--- src/rtl/cpu_pipe_pkg.sv ---
// Shared constants for the five-stage CPU pipeline boundary registers.
package cpu_pipe_pkg;

    localparam logic [31:0] PC_RESET = 32'h0000_3000;
    localparam logic [31:0] NOP      = 32'h0000_0000;

    // MEM/WB channel packing
    localparam int unsigned CH_RDATA = 0;
    localparam int unsigned CH_ALU   = 1;
    localparam int unsigned CH_PC8   = 2;
    localparam int unsigned CH_INS   = 3;

    // Encoding equals the number of held entries
    typedef enum logic [1:0] {
        EMPTY = 2'd0,
        ONE   = 2'd1,
        TWO   = 2'd2
    } pipe_state_e;

endpackage

--- src/rtl/pipe_entry_reg.sv ---
// One pipeline entry: packed channel data plus valid bit, resetting/clearing to a bubble.
module pipe_entry_reg #(
    parameter int unsigned       DATA_W = 32,
    parameter int unsigned       NUM_CH = 4,
    parameter int unsigned       PC_CH  = 2,
    parameter logic [DATA_W-1:0] PC_RST = '0
) (
    input  logic                     clk,
    input  logic                     rst,
    input  logic                     clear_i,
    input  logic                     load_i,
    input  logic [DATA_W*NUM_CH-1:0] data_i,
    output logic [DATA_W*NUM_CH-1:0] data_o,
    output logic                     valid_o
);

    localparam int unsigned W = DATA_W * NUM_CH;
    localparam logic [W-1:0] BUBBLE = W'(PC_RST) << (PC_CH * DATA_W);

    logic [W-1:0] data_q;
    logic         valid_q;

    // Clear wins over load so a flush always leaves a bubble
    always_ff @(posedge clk or posedge rst) begin
        if (rst) begin
            data_q  <= BUBBLE;
            valid_q <= 1'b0;
        end else if (clear_i) begin
            data_q  <= BUBBLE;
            valid_q <= 1'b0;
        end else if (load_i) begin
            data_q  <= data_i;
            valid_q <= 1'b1;
        end
    end

    assign data_o  = data_q;
    assign valid_o = valid_q;

endmodule

--- src/rtl/pipe_stage_reg.sv ---
// Pipeline boundary register with valid/ready handshake, two-entry skid buffer and flush.
module pipe_stage_reg
    import cpu_pipe_pkg::*;
#(
    parameter int unsigned       DATA_W = 32,
    parameter int unsigned       NUM_CH = 4,
    parameter int unsigned       PC_CH  = 2,
    parameter logic [DATA_W-1:0] PC_RST = DATA_W'(PC_RESET)
) (
    input  logic                     clk,
    input  logic                     rst,
    input  logic                     flush,
    input  logic                     in_valid,
    output logic                     in_ready,
    input  logic [DATA_W*NUM_CH-1:0] in_data,
    output logic                     out_valid,
    input  logic                     out_ready,
    output logic [DATA_W*NUM_CH-1:0] out_data,
    output logic [1:0]               occupancy
);

    localparam int unsigned W = DATA_W * NUM_CH;

    if (PC_CH >= NUM_CH) begin : g_pc_ch_range
        $error("pipe_stage_reg: PC_CH must be less than NUM_CH");
    end

    pipe_state_e state_q, state_d;

    logic         main_load, main_clear, main_from_skid;
    logic         skid_load, skid_clear;
    logic [W-1:0] main_d;
    logic [W-1:0] main_q, skid_q;
    logic         main_valid_q, skid_valid_q;
    logic         accept, drain;

    assign accept = in_valid & ~skid_valid_q;
    assign drain  = main_valid_q & out_ready;

    always_ff @(posedge clk or posedge rst) begin
        if (rst) begin
            state_q <= EMPTY;
        end else begin
            state_q <= state_d;
        end
    end

    always_comb begin
        state_d        = state_q;
        main_load      = 1'b0;
        main_clear     = 1'b0;
        main_from_skid = 1'b0;
        skid_load      = 1'b0;
        skid_clear     = 1'b0;

        case (state_q)
            EMPTY: begin
                if (accept) begin
                    main_load = 1'b1;
                    state_d   = ONE;
                end
            end
            ONE: begin
                if (accept && drain) begin
                    main_load = 1'b1;
                end else if (accept) begin
                    skid_load = 1'b1;
                    state_d   = TWO;
                end else if (drain) begin
                    main_clear = 1'b1;
                    state_d    = EMPTY;
                end
            end
            TWO: begin
                if (drain) begin
                    main_load      = 1'b1;
                    main_from_skid = 1'b1;
                    skid_clear     = 1'b1;
                    state_d        = ONE;
                end
            end
            default: begin
                main_clear = 1'b1;
                skid_clear = 1'b1;
                state_d    = EMPTY;
            end
        endcase

        // Flush drops everything, including a beat offered this cycle
        if (flush) begin
            main_load  = 1'b0;
            skid_load  = 1'b0;
            main_clear = 1'b1;
            skid_clear = 1'b1;
            state_d    = EMPTY;
        end
    end

    assign main_d = main_from_skid ? skid_q : in_data;

    pipe_entry_reg #(
        .DATA_W (DATA_W),
        .NUM_CH (NUM_CH),
        .PC_CH  (PC_CH),
        .PC_RST (PC_RST)
    ) u_main (
        .clk     (clk),
        .rst     (rst),
        .clear_i (main_clear),
        .load_i  (main_load),
        .data_i  (main_d),
        .data_o  (main_q),
        .valid_o (main_valid_q)
    );

    pipe_entry_reg #(
        .DATA_W (DATA_W),
        .NUM_CH (NUM_CH),
        .PC_CH  (PC_CH),
        .PC_RST (PC_RST)
    ) u_skid (
        .clk     (clk),
        .rst     (rst),
        .clear_i (skid_clear),
        .load_i  (skid_load),
        .data_i  (in_data),
        .data_o  (skid_q),
        .valid_o (skid_valid_q)
    );

    assign out_data  = main_q;
    assign out_valid = main_valid_q;
    assign in_ready  = ~skid_valid_q;
    assign occupancy = state_q;

endmodule

--- config.mk ---
export PLATFORM = sky130hd
export DESIGN_NAME = pipe_stage_reg
export DESIGN_NICKNAME = d
export VERILOG_FILES = /design/src/rtl/cpu_pipe_pkg.sv /design/src/rtl/pipe_entry_reg.sv /design/src/rtl/pipe_stage_reg.sv
export SDC_FILE = /design/constraint.sdc
export NUM_CORES = 1
export LEC_CHECK = 0
export BUFFER_PORTS_ARGS = -buffer_cell sky130_fd_sc_hd__buf_4
export CAP_MARGIN = 20
export CORE_MARGIN = 2
export CORE_UTILIZATION = 45
export CTS_BUF_LIST = sky130_fd_sc_hd__clkbuf_4
export DETAILED_ROUTE_END_ITERATION = 10
export PLACE_DENSITY = 0.75
export SYNTH_ARGS = -nofsm -noshare
export SYNTH_HDL_FRONTEND = slang
export SYNTH_SLANG_ARGS = --single-unit
--- constraint.sdc ---
create_clock -name clk -period 9.3 [get_ports clk]
set_input_delay 0 -clock clk [delete_from_list [all_inputs] [get_ports clk]]
set_output_delay 0 -clock clk [all_outputs]
set_load 0.02 [all_outputs]
Word level (Yosys, flattened, before mapping)
Cells that the tools add are included.
{ "classes": {"n_eq_ne": 6, "reduce_logical": 7, "muxes": 31, "bitwise": 3} }
{ "ops": {"columns": ["cell", "n"], "rows": [
  ["128-bit two-way mux", 5],
  ["1-bit two-way mux", 16],
  ["2-bit two-way mux", 6],
  ["3-bit inequality test, second input constant", 3],
  ["2-bit case mux with 3 select lines", 1],
  ["4-bit inequality test, second input constant", 1],
  ["1-bit case mux with 2 select lines", 2],
  ["4-bit AND reduction", 1],
  ["2-bit nonzero test", 2],
  ["2-bit OR reduction", 2],
  ["1-bit case mux with 3 select lines", 1],
  ["1-bit AND", 2],
  ["2-bit by 1-bit equality test with 1-bit output, second input constant", 1],
  ["2-bit equality test, second input constant", 1],
  ["2-bit logical NOT", 1],
  ["1-bit logical AND", 1],
  ["1-bit inverter", 1]
]} }
{ "word_totals": {"output_inout_bits": 132, "wordCells": 52, "ff_bits": 260, "in_bits": 133} }

Longest topological paths before layout
Gate-level depths: netlist (run 1).
{ "depth": {"ltp_word": 8, "ltp_mapped": 8, "depth_no_buf": 4} }

Modules after synthesis
Synthesis (run 1) repeated with hierarchy kept, for this count alone.
{ "hier_totals": {"hier_cells": 1000, "area_unflattened_um2": 12768.5} }
{ "by_module_without_submodules": {"columns": ["mod", "area_each_um2", "cells_each", "seq_area_each_um2", "instances"], "rows": [
  ["pipe_entry_reg", 5322.6, 417, 3230.6, 2],
  ["pipe_stage_reg", 2123.3, 166, 50.0, 1]
]} }

Worst setup path before layout (run 1)
OpenSTA, ideal clock, no wires.
{ "synth_path": {"path_kind": "register to register", "from": "register u_main.valid_q (netlist: u_main.valid_o)", "to": "register u_main.data_q[0] (netlist: u_main.data_o[0])", "t_arrival_ps": 1819, "path_buffers": 5, "path_slack_ps": 7386, "setup_time_ps": 96, "stages_incl_launch_ff": 9, "cell_sequence": "dfrtp_1 buf_6 and4b_1 clkbuf_1 a311o_1 buf_4 buf_12 buf_6 a311oi_2"} }
{ "synth_via": {"elab_chain_len": 7, "word_cells_on_any_way": 15, "cone_classes": "mux: 12; bitwise: 1; reduce/logical: 2"} }
{ "synth_rtl": {"columns": ["item", "line_no", "rtl"], "rows": [
  ["start, declared", "pipe_entry_reg.sv:21", "logic valid_q;"],
  ["start signal, assigned", "pipe_entry_reg.sv:27", "valid_q <= 1'b0;"],
  ["start signal, assigned", "pipe_entry_reg.sv:30", "valid_q <= 1'b0;"],
  ["start signal, assigned", "pipe_entry_reg.sv:33", "valid_q <= 1'b1;"],
  ["1-bit AND (*)", "pipe_stage_reg.sv:38", "assign drain = main_valid_q & out_ready;"],
  ["1-bit two-way mux", "pipe_stage_reg.sv:69, pipe_stage_reg.sv:75", null],
  ["1-bit two-way mux", "pipe_stage_reg.sv:66", "end else if (accept) begin"],
  ["1-bit two-way mux", "pipe_stage_reg.sv:64", "if (accept && drain) begin"],
  ["1-bit case mux with 2 select lines", "pipe_stage_reg.sv:56", "case (state_q)"],
  ["1-bit two-way mux", "pipe_stage_reg.sv:90", "if (flush) begin"],
  ["128-bit two-way mux / 2-bit nonzero test (equally long branches)", null, null],
  ["end signal, assigned", "pipe_entry_reg.sv:32", "data_q <= data_i;"],
  ["end, declared", "pipe_entry_reg.sv:20", "logic [W-1:0] data_q;"]
]} }
Every way passes the cells marked *; elsewhere a longest branch is shown, timed or not. The select of a mux whose other input is x is not followed.
A chain may end at the register's enable or synchronous reset.

Final worst setup path (run 1)
{ "layout_path": {"from": "register state_q[0] (netlist: occupancy[0])", "to": "register u_main.data_q[16] (netlist: u_main.data_o[16])"} }
{ "layout_via": {"elab_chain_len": 5, "word_cells_on_any_way": 13, "cone_classes": "eq/ne: 2; mux: 8; reduce/logical: 3"} }
{ "layout_rtl": {"columns": ["item", "line_no", "rtl"], "rows": [
  ["start, declared", "pipe_stage_reg.sv:28", "pipe_state_e state_q, state_d;"],
  ["start signal, assigned", "pipe_stage_reg.sv:44", "state_q <= state_d;"],
  ["2-bit equality test / 2-bit logical NOT (equally long branches)", "pipe_stage_reg.sv:56", null],
  ["2-bit OR reduction (no source line) / 1-bit two-way mux (equally long branches)", null, null],
  ["1-bit case mux with 2 select lines / 128-bit two-way mux (equally long branches)", "pipe_stage_reg.sv:56, pipe_stage_reg.sv:99", null],
  ["1-bit two-way mux / 128-bit two-way mux (equally long branches)", "pipe_stage_reg.sv:90, pipe_entry_reg.sv:31", null],
  ["128-bit two-way mux / 2-bit nonzero test (equally long branches)", null, null]
]} }
Parallel ways exist; a longest one is shown, timed or not. The select of a mux whose other input is x is not followed.

==> reports/metrics.csv, run 1 <==
metric,value,unit
place_ws,5.368,ns
vias,9893,
clk_pin_slew,0.06,ns
cts_buffers,71,
syn-cell-area,0.01145,mm2
place_hpwl,17890,um
worstSetupEndpointType,flop,
cts_buffer_depth,3,
finalMaxSlewViolations,0,
timing.fmax,0.2649,GHz
finalHoldViolCount,0,
crit_fanout,87,
viasPerCell,5.536,
grtUsageTotal,24.24,%
synth_ff_type,dfrtp_1,
critical_path.startpoint_type,flop,
drtPass1Iterations,5,
overflow,0,
reg2reg_to,u_main.data_o[16],
final_antenna_net_count,0,
slew_headroom,34.18,%
peakVddDrop,0.0001171,V
fp.dieArea,0.02674,mm2
avgRoutedWirePerCell,18.24,um
ios,265,
timing.final.crit_share,40.59,%
cts_tree,done,
synthCells,1030,
hold_path.class,input pin to asynchronous set/reset pin,
grt_max_degree,126,
synth_enable_flop_cells,0,
syn2layout_area_growth,35.82,%
p_leak,7.430,nW
gp_congestion,0.7493,
cellPowerDensity,192.2,mW/mm2
antenna_found_initial,1,
r2r-start,occupancy[0],
htreeDepth,3,
worstPathRequired,9.82,ns
r2r_cells,6,
fillCellCount,1973,
fin_nets,1548,
start_util,45.61,%
grt_pass1_wl,52290,um
drive_gt1_share,31.59,%
die_y,163.5,um
clk_latency,0.63,ns
drc,0,
numPortBuffers,264,
crit_arrival,4.30,ns
maxCapViolations,0,
setup_ws,5.525,ns
root_buffer,clkbuf_4,
period_minus_slack,3.775,ns
worst_pin_slew,0.9873,ns
clock_sink_count,260,
crit_type,flop to flop,
syn-num-nets,1163,
synth_seq_cells,260,
multi_input_area,0.004287,mm2
reg2reg_slack,5.53,ns
tns,0,ns
synth_warnings,0,
num_rows,58,
seq_area_frac_synth,56.85,%
fp.dieW,163.5,um
regArea,0.006511,mm2
synth_area_per_cell,11.12,um2
routed_wl,32590,um
rsz0062_at_grt,no,
synthDistinctLibCells,38,
setup-violations-final,0,
core_area,0.02511,mm2
grt_pass1_vias,10590,
skew,0.04394,ns
dr.first_iter.drc_count,754,
status,finished clean,
synth-async-reset-ratio,100.0,%
cells in the final DEF, fill, tap and decap left out, types with 2 or more instances in the layout:
cell,n
bufinv_16,2
dfstp_2,4
a311oi_1,66
a311oi_2,60
buf_4,275
nor2_1,128
o22a_1,2
mux2i_1,3
clkinv_1,7
clkbuf_4,104
a22o_1,126
dlygate4sd3_1,136
o21bai_1,2
inv_1,2
a21oi_1,6
nand3_1,2
nand2_1,256
dfrtp_1,256
mux2_2,2
power breakdown:
| group | switching (mW) | internal [mW] | total, mW | leakage (nW) |
|---|---|---|---|---|
| combinational | 0.380 | 0.286 | 0.666 | 3.42 |
| clock | 0.463 | 0.561 | 1.02 | 0.522 |
| sequential | 0.0660 | 1.23 | 1.30 | 3.49 |
area by class of cell:
type,instances,share of cell area [%]
Sequential cell,260,41.86
Multi-Input combinational cell,667,27.56
Timing Repair Buffer,412,22.20
Clock buffer,104,5.019
Tap cell,330,2.654
Clock inverter,10,0.5791
Inverter,3,0.1206
Antenna cell,1,0.01609
what timing repair did:
| item | CTS | global route |
|---|---|---|
| hold buffers | 136 | 0 |
| resized for setup | 0 | 0 |
| endpoints found under the hold margin | 384 | 0 |
| setup buffers | 0 | 0 |
flip-flops by register name, indices dropped and copies added (netlist names):
register and count:
occupancy 2, u_skid.valid_o 1, u_main.data_o 128, u_main.valid_o 1, u_skid.data_o 128
per-layer routing:
metal / track usage (%) / vias up / share of wire, %
met4: 8.852 / 0 / 2.1
met2: 40.51 / 384 / 48
li1: - / 4517 / -
met1: 29.46 / 4932 / 41
met3: 7.796 / 60 / 8.4
met5: 0 / - / 0
Yosys cell counts, types with 6 or more instances:
cell type / instances / area share [%]
buf_2: 23 / 1.0
nand2_1: 256 / 8.4
a311oi_1: 66 / 5.0
clkbuf_8: 17 / 2.0
a21oi_1: 6 / 0.26
a311oi_2: 60 / 7.9
nor2_1: 128 / 4.2
a22o_1: 126 / 9.6
dfrtp_1: 256 / 56
clkbuf_1: 37 / 1.2
buf_6: 7 / 0.69
buf_1: 11 / 0.36
cell families (layout without fill, tap and decap cells):
| family | count (synthesis) | in the layout | share of synthesized area [%] |
|---|---|---|---|
| DFF | 260 | 260 | 56.85 |
| muxes | 5 | 5 | 0.4588 |
| other | 0 | 1 | 0 |
| buffers and inverters | 103 | 529 | 5.965 |
| AOI/OAI and AO/OA | 266 | 266 | 23.37 |
| and+or+nand+nor | 396 | 396 | 13.36 |
worst max-delay path by stage:
stage	end	depth (start not counted)	slack, ns	from
finish	u_main.data_o[16]	6	5.53	occupancy[0]
global placement	u_main.data_o[7]	6	5.49	occupancy[0]
floorplan	occupancy[0]	1	2.15	rst
detailed placement	u_main.data_o[115]	6	5.37	occupancy[0]
CTS	u_main.data_o[115]	6	5.33	occupancy[0]
global route	u_main.data_o[36]	6	5.22	occupancy[0]
critical path: stages (launching register included):
cell and delay, ns:
dfrtp_1 0.50, and4b_4 0.95, a311o_2 0.22, buf_4 0.64
buf_4 0.82, nor2_1 0.13, a311oi_2 0.29
per-stage QoR:
step                hold slack, ns  power, mW  std cells  utilization, %  area (um2)
finish                     0.06726      2.990       1787           61.95       15560
global route                0.1040      3.140       1787           61.95       15560
CTS                        0.07770      3.010       1785           61.83       15530
detailed placement          0.2181      1.931       1535           52.95       13290
global placement            0.2107      1.913       1535           52.95       13290
floorplan                  0.06314      1.700       1030               -       11450
(Power assumes the default switching activity.)
==> run 2, diff against run 1 <==
--- a/config.mk
+++ b/config.mk
@@ -11,7 +11,7 @@
 export CORE_UTILIZATION = 45
 export CTS_BUF_LIST = sky130_fd_sc_hd__clkbuf_4
 export DETAILED_ROUTE_END_ITERATION = 10
-export PLACE_DENSITY = 0.75
+export PLACE_DENSITY = 0.77
 export SYNTH_ARGS = -nofsm -noshare
 export SYNTH_HDL_FRONTEND = slang
 export SYNTH_SLANG_ARGS = --single-unit
==> constraint.sdc (replaced) <==
create_clock -name clk -period 3.4 [get_ports clk]
set_input_delay 0 -clock clk [delete_from_list [all_inputs] [get_ports clk]]
set_output_delay 0 -clock clk [all_outputs]
set_load 0.02 [all_outputs]
==> run 2 against run 1 <==
  * Final cell count up 0.39%
  * Clock power rose to 2.8 times the previous value
  * Sequential share of layout area down 0.51 points
  * Combinational power rose to 2.8 times the previous value
  * Hold slack better by 0.072 ns
  * Die area unchanged
==> reports/metrics.csv, run 2 (synthesis gave the netlist of run 1 again) <==
metric,value,unit
numPortBuffers,264,
period_minus_slack,2.448,ns
mostFrequentLayoutCell,buf_4,
final_antenna_net_count,0,
grt_pass1_vias,10310,
hold_path.class,input pin to flop,
overflow,0,
crit_arrival,2.97,ns
core_area,0.02511,mm2
crit_type,flop to flop,
routed_wl,32960,um
start_util,45.61,%
place_inst,1541,
antenna_found_initial,2,
setup-violations-final,0,
p_int,5.799,mW
drive_gt1_share,31.85,%
peakVddDrop,0.0002860,V
grt_pass1_wl,52800,um
ios,265,
drtPass1Iterations,5,
grtUsageTotal,24.39,%
worstPathRequired,3.93,ns
clock_sink_count,260,
crit_fanout,55,
fin_area,0.01575,mm2
grt_max_degree,130,
placed_cell_area,0.01347,mm2
skew,0.04633,ns
finalMaxSlewViolations,0,
setup_ws,0.9519,ns
cts_buffers,70,
cts_tree,done,
swShare,30.14,%
timing.final.crit_share,72.00,%
avgRoutedWirePerCell,18.37,um
power_frac_comb,22.3,%
critical_path.startpoint_type,flop,
slew_headroom,45.11,%
syn2layout_area_growth,37.49,%
clockPowerShare,34.8,%
p_leak,7.505,nW
fp.dieArea,0.02674,mm2
p_sw,2.501,mW
htreeDepth,3,
finalHoldViolCount,0,
ctsResizeCount,0,
fp.dieW,163.5,um
worstSetupEndpointType,flop,
timing.fmax,0.4085,GHz
cellPowerDensity,527.1,mW/mm2
maxCapViolations,0,
num_rows,58,
viasPerCell,5.601,
worst_pin_slew,0.8233,ns
place_ws,0.9980,ns
rsz0062_at_grt,no,
fin_nets,1553,
place_hpwl,17480,um
fin_hold_ws,0.1388,ns
vias,10050,
clk_pin_slew,0.06,ns
status,finished clean,
cts_buffer_depth,3,
sequentialPowerShare,42.9,%
die_y,163.5,um
drc,0,
dr.first_iter.drc_count,785,
root_buffer,clkbuf_4,
mostFrequentLayoutCells,"buf_4 (270), nand2_1 (256), dfrtp_1 (256)",
instances_no_fill,1794,
post-cts-setup-buffer-count,0,
gp_congestion,0.7852,
clk_latency,0.65,ns
[run 2: power by group through the flow]
stage | clock network [mW] | registers, mW | logic, mW
global route | 3.13 | 3.59 | 1.99
floorplan | 0 | 3.83 | 0.820
finish | 2.89 | 3.56 | 1.85
detailed placement | 0 | 3.61 | 1.71
CTS | 2.97 | 3.56 | 1.85
global placement | 0 | 3.60 | 1.67
[run 2: repair_timing]
action                     in CTS  in global routing
setup endpoints to repair       0                  0
hold endpoints to repair      516                  0
hold buffers                  137                  0
[run 2: cell type report]
class	instances	area, um2
fillers	1919	9361
flip-flops and latches	260	6511
multi-input cells	667	4287
repair buffers	418	3618
clock buffers	104	780.7
well taps	330	412.9
clock inverters	11	120.1
inverters	3	15.01
diodes	1	2.502
[run 2: worst paths after layout]
check,startpoint,end,slack (ns),cells after the start
setup / recovery,occupancy[0],u_main.data_o[24],0.95,6
hold / removal,in_data[24],u_skid.data_o[24],0.14,3
setup reg to reg,occupancy[0],u_main.data_o[24],0.95,6
hold reg to reg,u_skid.data_o[123],u_skid.data_o[123],0.50,1
max in group asynchronous,rst,u_skid.data_o[117],1.91,5
min in group asynchronous,rst,u_skid.data_o[57],0.58,4
[run 2: through the flow]
stage | setup TNS, ns | total power [mW] | util (%)
2_1_floorplan | -6.222 | 4.651 | -
3_3_place_gp | 0 | 5.276 | 53.66
3_5_place_dp | 0 | 5.321 | 53.66
4_1_cts | 0 | 8.372 | 62.71
5_1_grt | 0 | 8.710 | 62.72
6_report | 0 | 8.301 | 62.72
[run 2: routing by layer]
metal,track usage (%),wire [um],vias to the layer above
met5,0,12,-
met4,9.250,689,2
met3,6.882,2655,68
met2,40.05,15930,411
met1,30.75,13670,5040
li1,-,-,4528
[run 2: critical path, stage by stage, from the launching register on]
cell and delay (ns):
dfrtp_1 0.51, nor4b_1 0.50, a311o_2 0.40, buf_12 0.30
buf_12 0.24, nor2_1 0.08, a311oi_1 0.29
==> run 3, diff against run 2 <==
--- a/config.mk
+++ b/config.mk
@@ -5,13 +5,14 @@
 export SDC_FILE = /design/constraint.sdc
 export NUM_CORES = 1
 export LEC_CHECK = 0
+export ABC_AREA = 1
 export BUFFER_PORTS_ARGS = -buffer_cell sky130_fd_sc_hd__buf_4
 export CAP_MARGIN = 20
 export CORE_MARGIN = 2
 export CORE_UTILIZATION = 45
 export CTS_BUF_LIST = sky130_fd_sc_hd__clkbuf_4
 export DETAILED_ROUTE_END_ITERATION = 10
-export PLACE_DENSITY = 0.77
+export PLACE_DENSITY = 0.74
 export SYNTH_ARGS = -nofsm -noshare
 export SYNTH_HDL_FRONTEND = slang
 export SYNTH_SLANG_ARGS = --single-unit
==> constraint.sdc (replaced) <==
create_clock -name clk -period 2.4 [get_ports clk]
set_input_delay 0 -clock clk [delete_from_list [all_inputs] [get_ports clk]]
set_output_delay 0 -clock clk [all_outputs]
set_load 0.02 [all_outputs]
==> run 3 against run 2 <==
  * Core utilization is 1.4 points lower
  * Hold slack gained 0.0014 ns
  * Clock power increased by 38%
==> reports/metrics.csv, run 3 <==
metric,value,unit
grt_pass1_wl,66760,um
p_leak,9.430,nW
avgRoutedWirePerCell,17.22,um
grt_use_met3,6.144,%
cts_buffer_depth,3,
cellPowerDensity,755.1,mW/mm2
worstPathRequired,2.96,ns
drive_gt1_share,21.11,%
fp.dieArea,0.02931,mm2
synth-async-reset-ratio,100.0,%
min_path_cells,4,
status,finished clean,
rsz0062_at_grt,no,
htreeDepth,3,
finalHoldViolCount,0,
slowest_stage,buf_4,
worstSetupEndpointType,flop,
synth_area_per_cell,7.815,um2
antenna_found_initial,2,
synth_area_leaders,"dfrtp_1 (51%), nand3_1 (25%), nand2_1 (16%)",
drtPass1Iterations,5,
numPortBuffers,264,
synthDistinctLibCells,20,
crit_arrival,2.62,ns
synth_compound_area_share,0.2088,%
viasPerCell,5.520,
crit_fanout,85,
synth_ff_type,dfrtp_1,
cts_tree,done,
synth-simple-area-share,41.89,%
place_hpwl,23030,um
cts_buffers,70,
grt_use_met2,47.25,%
clock_sink_count,260,
r2r_cells,8,
drc,0,
maxCapViolations,0,
overflow,0,
fillCellCount,2408,
regArea,0.006511,mm2
peakVddDrop,0.0003550,V
timing.final.crit_share,85.83,%
worst_pin_slew,0.9697,ns
synth.top_cell.area_share,50.91,%
period_minus_slack,2.060,ns
syn-num-nets,1743,
grtUsageTotal,28.20,%
grt_max_degree,130,
num_rows,61,
slew_headroom,35.35,%
busiest_layer,met2,
dr.first_iter.drc_count,1480,
hold_path.class,input pin to flop,
syn-cell-area,0.01258,mm2
synth_top_family_by_area,simple AND/OR/NAND/NOR gates,
critical_path.startpoint_type,flop,
start_util,45.54,%
timing.fmax,0.4854,GHz
setup-violations-final,0,
crit_type,flop to flop,
fp.dieW,171.2,um
synth_xor_xnor_area_share,0,%
seq_area_frac_synth,51.75,%
crit_top_cell,nand2_1,
final_antenna_net_count,0,
ios,265,
finalMaxSlewViolations,0,
syn2layout_area_growth,34.67,%
synthCells,1610,
total_power,12.79,mW
clk_latency,0.66,ns
synth_enable_flop_cells,0,
core_area,0.02763,mm2
synth-adder-area-share,0,%
clk_pin_slew,0.07,ns
synth_common_cells,"nand3_1 (637), nand2_1 (525), dfrtp_1 (256), buf_2 (91), clkbuf_1 (39)",
fin_nets,2093,
crit_chain,nand2_1 -> inv_4 -> nand2_4 -> buf_4 -> nand2_1 -> nand2_1 -> nand3_1 -> nand2_1,
vias,13170,
mostFrequentLayoutCells,"nand3_1 (637), nand2_1 (524), buf_4 (285)",
yosysMostFrequentCell,nand3_1,
root_buffer,clkbuf_4,
routed_wl,41070,um
grt_pass1_vias,13360,
yosysTopAreaCell,dfrtp_1,
multi_input_area,0.005326,mm2
mostFrequentLayoutCell,nand3_1,
synth_warnings,0,
fin_hold_ws,0.1402,ns
critPathMaxStageDelay,0.73,ns
synth_seq_cells,260,
muxShareOfSynthArea,0,%
gp_congestion,0.8369,
die_y,171.2,um
skew,0.03499,ns
met1_usage,35.79,%
-- run 3: per-stage QoR --
step           setup TNS [ns]  area, um2  util, %  cells  setup WS [ns]
2_1_floorplan         -262.70      12590        -   1610         -1.024
3_3_place_gp                0      14730    53.31   2133         0.4700
3_5_place_dp                0      14730    53.31   2133         0.4245
4_1_cts                     0      16940    61.30   2382         0.4000
5_1_grt                     0      16940    61.32   2384         0.1837
6_report                    0      16940    61.33   2385         0.3400
-- run 3: path summary, 6_finish.rpt --
kind / start / end / slack [ns]
max in group asynchronous: rst / u_skid.data_o[71] / 1.19
min: in_data[96] / u_skid.data_o[96] / 0.14
min reg2reg: u_skid.data_o[72] / u_skid.data_o[72] / 0.50
max: u_main.valid_o / u_main.data_o[63] / 0.34
max reg2reg: u_main.valid_o / u_main.data_o[63] / 0.34
min in group asynchronous: rst / u_skid.data_o[7] / 0.45
-- run 3: what timing repair did --
action / in CTS / in global routing
gates resized for setup: 0 / 0
endpoints found under the hold margin: 520 / 0
hold buffers: 133 / 0
buffers inserted: 0 / 0
-- run 3: layout make-up --
cell class | count | share of cell area [%]
sequential | 260 | 38.43
inverter | 12 | 0.3471
timing repair buffer | 429 | 21.78
tap | 378 | 2.791
antenna | 3 | 0.04431
clock inverter | 13 | 0.6055
clock buffer | 103 | 4.564
multi-input combinational | 1187 | 31.44
-- run 3: logic make-up after synthesis --
kind of cell | after synthesis
buf+inv | 163
compound gates | 4
flops | 260
simple gates | 1183
-- run 3: report_power, final --
group          internal, mW  total, mW  switching [mW]
logic                  1.23       3.55            2.31
clock network          2.16       3.98            1.82
registers              4.92       5.27           0.345
total                  8.32       12.8            4.48
-- run 3: per-layer routing --
layer / wire length (um) / part of all wire (%)
met5: 0 / 0
met4: 1056 / 2.6
met3: 3470 / 8.4
met2: 19740 / 48
met1: 16800 / 41
-- run 3: critical path: cells and delay by family (launching register included) --
kind	cells	cell delay [ns]
flip-flops	1	0.41
buffers and inverters	2	0.81
AND/OR/NAND/NOR	6	0.69
